$ cat src/rtl/key_debounce_pkg.sv
// Shared types and helpers for the key debounce / one-hot latch front end.
package key_debounce_pkg;

  localparam int NUM_KEYS = 6;

  typedef enum logic [1:0] {IDLE, HELD, INVALID} key_state_t;

  // True when exactly one bit of the key vector is set.
  function automatic logic is_onehot(input logic [NUM_KEYS-1:0] v);
    return (v != '0) && ((v & (v - NUM_KEYS'(1))) == '0);
  endfunction

endpackage

$ cat src/rtl/debounce_filter.sv
// Synchronises a raw key vector and accepts it only after it has held
// steady for DEBOUNCE_CYCLES consecutive clocks.
module debounce_filter
  import key_debounce_pkg::*;
#(
  parameter int DATA_W          = NUM_KEYS,
  parameter int DEBOUNCE_CYCLES = 500000,
  parameter int BTN_ACTIVE_LOW  = 1
) (
  input  logic              clk,
  input  logic              rst,
  input  logic [DATA_W-1:0] btn_raw,
  output logic [DATA_W-1:0] stable
);

  localparam int              CNT_W   = $clog2(DEBOUNCE_CYCLES);
  localparam logic [CNT_W-1:0] CNT_MAX = CNT_W'(DEBOUNCE_CYCLES - 1);

  logic [DATA_W-1:0] btn_p0;
  logic [DATA_W-1:0] sync_p1;
  logic [DATA_W-1:0] sync_p2;
  logic [DATA_W-1:0] cand_p3;
  logic [CNT_W-1:0]  cnt_p3;
  logic [DATA_W-1:0] stable_p4;

  // Stage 0: normalise polarity so a pressed key is always 1
  assign btn_p0 = (BTN_ACTIVE_LOW != 0) ? ~btn_raw : btn_raw;

  // Stages 1-2: two-flop synchroniser
  always_ff @(posedge clk) begin
    if (rst) begin
      sync_p1 <= '0;
      sync_p2 <= '0;
    end else begin
      sync_p1 <= btn_p0;
      sync_p2 <= sync_p1;
    end
  end

  // Stages 3-4: candidate tracking with a saturating stability counter
  always_ff @(posedge clk) begin
    if (rst) begin
      cand_p3   <= '0;
      cnt_p3    <= '0;
      stable_p4 <= '0;
    end else if (sync_p2 != cand_p3) begin
      cand_p3 <= sync_p2;
      cnt_p3  <= '0;
    end else if (cnt_p3 == CNT_MAX) begin
      stable_p4 <= cand_p3;
    end else begin
      cnt_p3 <= cnt_p3 + CNT_W'(1);
    end
  end

  assign stable = stable_p4;

endmodule

$ cat src/rtl/key_debounce_latch.sv
// Debounced 6-key front end: accepts clean single-key presses and holds the
// last accepted key as a one-hot code for the seven-segment coder.
module key_debounce_latch
  import key_debounce_pkg::*;
#(
  parameter int DEBOUNCE_CYCLES = 500000,
  parameter int BTN_ACTIVE_LOW  = 1
) (
  input  logic       clk,
  input  logic       rst,
  input  logic [5:0] btn_raw,
  output logic [5:0] key_onehot,
  output logic       key_strobe,
  output logic       key_busy
);

  logic [NUM_KEYS-1:0] stable;
  key_state_t          state;
  key_state_t          state_nxt;
  logic [NUM_KEYS-1:0] onehot_nxt;
  logic                strobe_nxt;

  debounce_filter #(
    .DATA_W          (NUM_KEYS),
    .DEBOUNCE_CYCLES (DEBOUNCE_CYCLES),
    .BTN_ACTIVE_LOW  (BTN_ACTIVE_LOW)
  ) u_filter (
    .clk     (clk),
    .rst     (rst),
    .btn_raw (btn_raw),
    .stable  (stable)
  );

  // Only a press starting from all-released can latch; HELD ignores added keys
  always_comb begin
    state_nxt  = state;
    onehot_nxt = key_onehot;
    strobe_nxt = 1'b0;
    case (state)
      IDLE: begin
        if (is_onehot(stable)) begin
          state_nxt  = HELD;
          onehot_nxt = stable;
          strobe_nxt = 1'b1;
        end else if (stable != '0) begin
          state_nxt = INVALID;
        end
      end
      HELD, INVALID: begin
        if (stable == '0) state_nxt = IDLE;
      end
      default: state_nxt = IDLE;
    endcase
  end

  // Stage 5: registered FSM state and outputs
  always_ff @(posedge clk) begin
    if (rst) begin
      state      <= IDLE;
      key_onehot <= '0;
      key_strobe <= 1'b0;
    end else begin
      state      <= state_nxt;
      key_onehot <= onehot_nxt;
      key_strobe <= strobe_nxt;
    end
  end

  assign key_busy = (state != IDLE);

endmodule
$ cat config.mk
export PLATFORM = sky130hd
export DESIGN_NAME = key_debounce_latch
export DESIGN_NICKNAME = d
export VERILOG_FILES = /design/src/rtl/key_debounce_pkg.sv /design/src/rtl/debounce_filter.sv /design/src/rtl/key_debounce_latch.sv
export SDC_FILE = /design/constraint.sdc
export NUM_CORES = 1
export LEC_CHECK = 0
export CORE_ASPECT_RATIO = 0.75
export CORE_MARGIN = 4
export CORE_UTILIZATION = 52
export CTS_BUF_LIST = sky130_fd_sc_hd__clkbuf_8
export DETAILED_ROUTE_END_ITERATION = 16
export GPL_TIMING_DRIVEN = 0
export PLACE_DENSITY = 0.82
export SYNTH_ARGS = -nofsm -noshare
export SYNTH_HDL_FRONTEND = slang
export SYNTH_SLANG_ARGS = --single-unit
$ cat constraint.sdc
create_clock -name clk -period 5 [get_ports clk]
set_input_delay 1.25 -clock clk [delete_from_list [all_inputs] [get_ports clk]]
set_output_delay 1.25 -clock clk [all_outputs]
set_load 0.02 [all_outputs]
## Word level (Yosys, flattened, before mapping)

Index checks and enable logic that the tools add are counted.

- Multiplexer cells: 5
- $add $sub $neg: 2
- Shift operators: 0
- $mul: 0
- Div/mod/pow operators: 0
- $lt $le $gt $ge: 0
- Bitwise logic cells: 4
- Reductions and logical operators: 12
- Equal/unequal tests: 6

Operators with widths:

| kind | count |
|---|---|
| $add 19x1->19 const B | 1 |
| $eq 19x19->1 const B | 1 |
| $logic_not 6->1 | 2 |
| $and 6x6->6 | 1 |
| $mux 2 | 3 |
| $ne 6x6->1 | 1 |
| $not 6->6 | 1 |
| $reduce_and 2->1 | 3 |
| $reduce_bool 6->1 | 1 |
| $reduce_or 2->1 | 3 |
| $sub 6x1->6 const B | 1 |
| $pmux 2 s2 | 1 |
| $ne 3x3->1 const B | 1 |
| $eq 2x1->1 const B | 1 |
| $eq 2x2->1 const B | 1 |
| $logic_not 2->1 | 1 |
| $ne 2x2->1 const B | 1 |
| $not 1->1 | 2 |
| $reduce_bool 2->1 | 1 |
| $logic_and 1x1->1 | 1 |
| $mux 1 | 1 |

- Bits in read-only memories: 0
- Input bits: 8
- Output and inout port bits: 8
- Memories kept: 0
- Word-level logic and storage cells: 37
- Latch bits: 0
- Bits in writable memories: 0
- Register bits: 52

## Depth between registers and ports, before layout

- Word-level depth: 6
- Mapped depth: 6
- Mapped depth without buffers: 6

## Modules after synthesis

A second synthesis with hierarchy kept.

- Cells, all modules: 219
- Area total of the unflattened synthesis: 2143.3 sq um

Modules (own cells, without submodules):

| module | seq. area each (sq um) | cells each | area an instance (sq um) | times used |
|---|---|---|---|---|
| debounce_filter | 860.8 | 158 | 1610.3 | 1 |
| key_debounce_latch | 180.2 | 61 | 533.0 | 1 |

## Least setup slack after synthesis

Ideal clock, no wire load.

- Path type: reg2reg
- Start point: register u_filter.cnt_p3[5]
- End point: register u_filter.stable_p4[4] (netlist: u_filter.stable[4])
- Buffers on the path: 1
- Arrival: 2191 ps
- Clock period less this slack: 2319 ps
- Library setup time: 128 ps
- Setup slack: 2681 ps
- Data required time: 4872 ps
- Stages on the path, launching flop included: 7
- Cells stage by stage: dfxtp_1 > or4b_1 > or4_1 > buf_2 > nor4_4 > mux2i_1 > nor2_1

- Word-level cells in the longest chain between the ends: 2

RTL lines:

| element | line | RTL |
|---|---|---|
| start: declaration | debounce_filter.sv:23 | `logic [CNT_W-1:0] cnt_p3;` |
| start signal: assignment | debounce_filter.sv:52 | `cnt_p3 <= cnt_p3 + CNT_W'(1);` |
| $eq 19x19->1 | debounce_filter.sv:49 | `end else if (cnt_p3 == CNT_MAX) begin` |
| $reduce_and 2->1 (no line) | - |  |
| end signal: assignment | debounce_filter.sv:50 | `stable_p4 <= cand_p3;` |
| end: declaration | debounce_filter.sv:24 | `logic [DATA_W-1:0] stable_p4;` |

No other way between the ends.
A chain may end at the register's enable or synchronous reset.

## Final worst setup path

- Start point: register state[1]
- End point: output key_busy

- Word-level cells in the longest chain between the ends: 1

RTL lines:

| element | line | RTL |
|---|---|---|
| start: declaration | key_debounce_latch.sv:18 | `key_state_t state;` |
| start signal: assignment | key_debounce_latch.sv:63 | `state <= state_nxt;` |
| $reduce_bool 2->1 | key_debounce_latch.sv:69 | `assign key_busy = (state != IDLE);` |
| end: declaration | key_debounce_latch.sv:14 | `output logic key_busy` |

No other way between the ends.

==> out/results.ini <==
[sta]
fin_skew_ps=5.83
setup_viol=0
holdWs_ps=444
slew_headroom_pct=28.2
maxSlewViolCount=0
period_needed_ps=2850
tns_ps=0
worstMarginPinSlew_ps=1070
rsz0062_at_grt=no
fmax_ghz=0.350
min_period_over_period_pct=57.1
hold_violations=0

[clocking]
clock_latency_ps=300
cts_buffer_depth=2
clock-sinks=52
post_cts_buffers=0
cts-htree-levels=2
cts.repair.resized=0
cts_tree=done
clk_pin_slew_ps=90
holdBufCountCts=0
cts-buffers-inserted=5
cts-root-buf=clkbuf_8

[logic_synthesis]
synth_cells=218
avgSynthCellArea_um2=9.40
synth_top_area_cell=dfxtp_1
muxShareOfSynthArea_pct=5.38
synth_cell_types=32
synth_area_leaders=dfxtp_1, nor2_1, xnor2_1
synth_adder_area_share_pct=1.22
synth_top_family_by_area=simple AND/OR/NAND/NOR gates
ys_ff_latch=52
syn_area_um2=2050
synth_xor_area_share_pct=9.84
synth-main-ff-cell=dfxtp_1
yosysWarnings=0
synth_compound_area_share_pct=4.76
synth_edf_count=0
yosysSeqAreaShare_pct=50.8
postSynth.asyncResetShare_pct=0
synth_top_cell_area_share_pct=50.8
yosys.area_share.simple_pct=25.7
syn_nets=228

[floorplan]
start_util_pct=54.9
fp.dieW_um=80.5
die_h_um=62.4
core_um2=3730
die_area_um2=5020
io_pins=16
rows=19

[worst_setup_path]
r2r-start=u_filter.cnt_p3[5]
crit_path_top_delay_cell=clkdlybuf4s50_1
endpoint_kind=output pin
worst-path-buf-inv=3
cp.arrival_ps=1600
slowest_delay_ps=590
cp-start-kind=flip-flop
crit_start=state[1]
cp_top_family=buffers and inverters
required_ps=3750
crit_chain=inv_1 > ha_1 > inv_1 > clkdlybuf4s50_1
critPathKind=flip-flop to output pin
cp_common_cell=inv_1
cp_max_fo=6

[drt]
wl_per_cell_um=11.6
drt_iter0_markers=83
via_per_inst=5.05
route.detailed.drc=0
vias=1480
first_pass_iters=4
routed_wl_um=3390
drtAntennaViolNets=0

[cells_and_area]
design_area_um2=2370
n_antenna_cell=0
drive_gt1_share_pct=5.39
area_delta_synth_final_pct=15.9
nets=250

[job]
drv_cap=0

[min_path]
hp-start=u_filter.sync_p1[1]
min_path_type=flip-flop to flip-flop

[global_route]
grt_max_degree=17
grt-ovfl-total=0
grt_usage_pct=15.7
antenna_found_initial=0
grt_pass1_wl_um=6200
grt_pass1_vias=1394

[placed_design]
dpl-instance-area_um2=2260
dp_hpwl_um=2460
gp_congestion=0.817
port-buffer-count=15

[power_and_ir_drop]
vdd_drop_max_uv=231
power_leakage_nw=0.839
pwr_density_cell_nw_per_um2=308

[status]
outcome=completed

==> stage by stage <==
stage               cells  power, mW  util, %  setup WS, ps
floorplan             218      0.450        -          2680
global placement      285      0.460     60.6          2010
detailed placement    285      0.462     60.6          2000
CTS                   293      0.741     63.6          2120
global route          293      0.765     63.6          2050
finish                293      0.732     63.6          2150
==> power by group <==
| part | switching (mW) | total [mW] | leakage [nW] | internal [mW] |
|---|---|---|---|---|
| clock | 0.133 | 0.281 | 0.0541 | 0.148 |
| sequential | 0.00379 | 0.424 | 0.422 | 0.421 |
| combinational | 0.0146 | 0.0269 | 0.363 | 0.0124 |
| total | 0.151 | 0.732 | 0.839 | 0.581 |
==> cell usage in the layout (no fill, tap or decap), types with 2 or more instances in the layout <==
cell type / n
dfxtp_1: 52
nor2_1: 38
xnor2_1: 15
clkdlybuf4s50_1: 15
nor2b_1: 12
mux2i_1: 11
nand2_1: 11
xor2_1: 8
nor3_1: 8
inv_1: 6
a21oi_1: 6
nand3_1: 6
clkbuf_1: 5
o21ai_0: 5
or3_1: 5
clkbuf_8: 5
nand2b_1: 4
nand4_1: 4
or4_1: 3
nor4_1: 3
and3_2: 2
ha_1: 2
==> cell usage after synthesis (2+ instances only) <==
master / n
ha_1: 2
nor2b_1: 12
nand2b_1: 4
mux2i_1: 11
nor3_1: 8
inv_1: 6
dfxtp_1: 52
and3_2: 2
o21ai_0: 5
xor2_1: 8
nand3_1: 6
nor2_1: 38
nand4_1: 4
or4_1: 3
a21oi_1: 6
or3_1: 5
nand2_1: 11
xnor2_1: 15
nor4_1: 3
clkbuf_1: 5
==> final timing paths <==
kind | to | slack [ps] | cells after the start
min reg2reg | u_filter.sync_p2[1] | 440 | 1
min | u_filter.sync_p2[1] | 440 | 1
max reg2reg | u_filter.stable[2] | 2500 | 6
max | key_busy | 2150 | 4
==> per-layer routing <==
| metal | wire [um] | share of wire (%) | vias up | GRT usage (%) |
|---|---|---|---|---|
| li1 | - | - | 777 | - |
| met1 | 1830 | 54 | 670 | 22.3 |
| met2 | 1350 | 40 | 28 | 22.0 |
| met3 | 147 | 4.3 | 5 | 4.91 |
| met4 | 59 | 1.7 | 0 | 6.33 |
| met5 | 0 | 0 | - | 0 |
==> cell type report <==
| class | count | area [um^2] |
|---|---|---|
| plain buffers | 6 | 23.8 |
| clock buffers | 5 | 68.8 |
| clock inverters | 3 | 42.5 |
| fillers | 328 | 1360 |
| inverters | 6 | 22.5 |
| multi-input cells | 154 | 961 |
| flip-flops and latches | 52 | 1040 |
| well taps | 52 | 65.1 |
| repair buffers | 15 | 150 |
==> registers in the layout, indices dropped and copies added (netlist names) <==
register	flops
u_filter.sync_p2	6
u_filter.cnt_p3	19
u_filter.cand_p3	6
state	2
u_filter.stable	6
u_filter.sync_p1	6
key_strobe	1
key_onehot	6
==> cell families after synthesis <==
logic type,after synthesis
compound gates,16
xor+xnor,23
mux,11
buf+inv,12
simple gates,102
fa+ha+maj,2
flops,52
No activity file was read; power rests on OpenSTA's default activity.
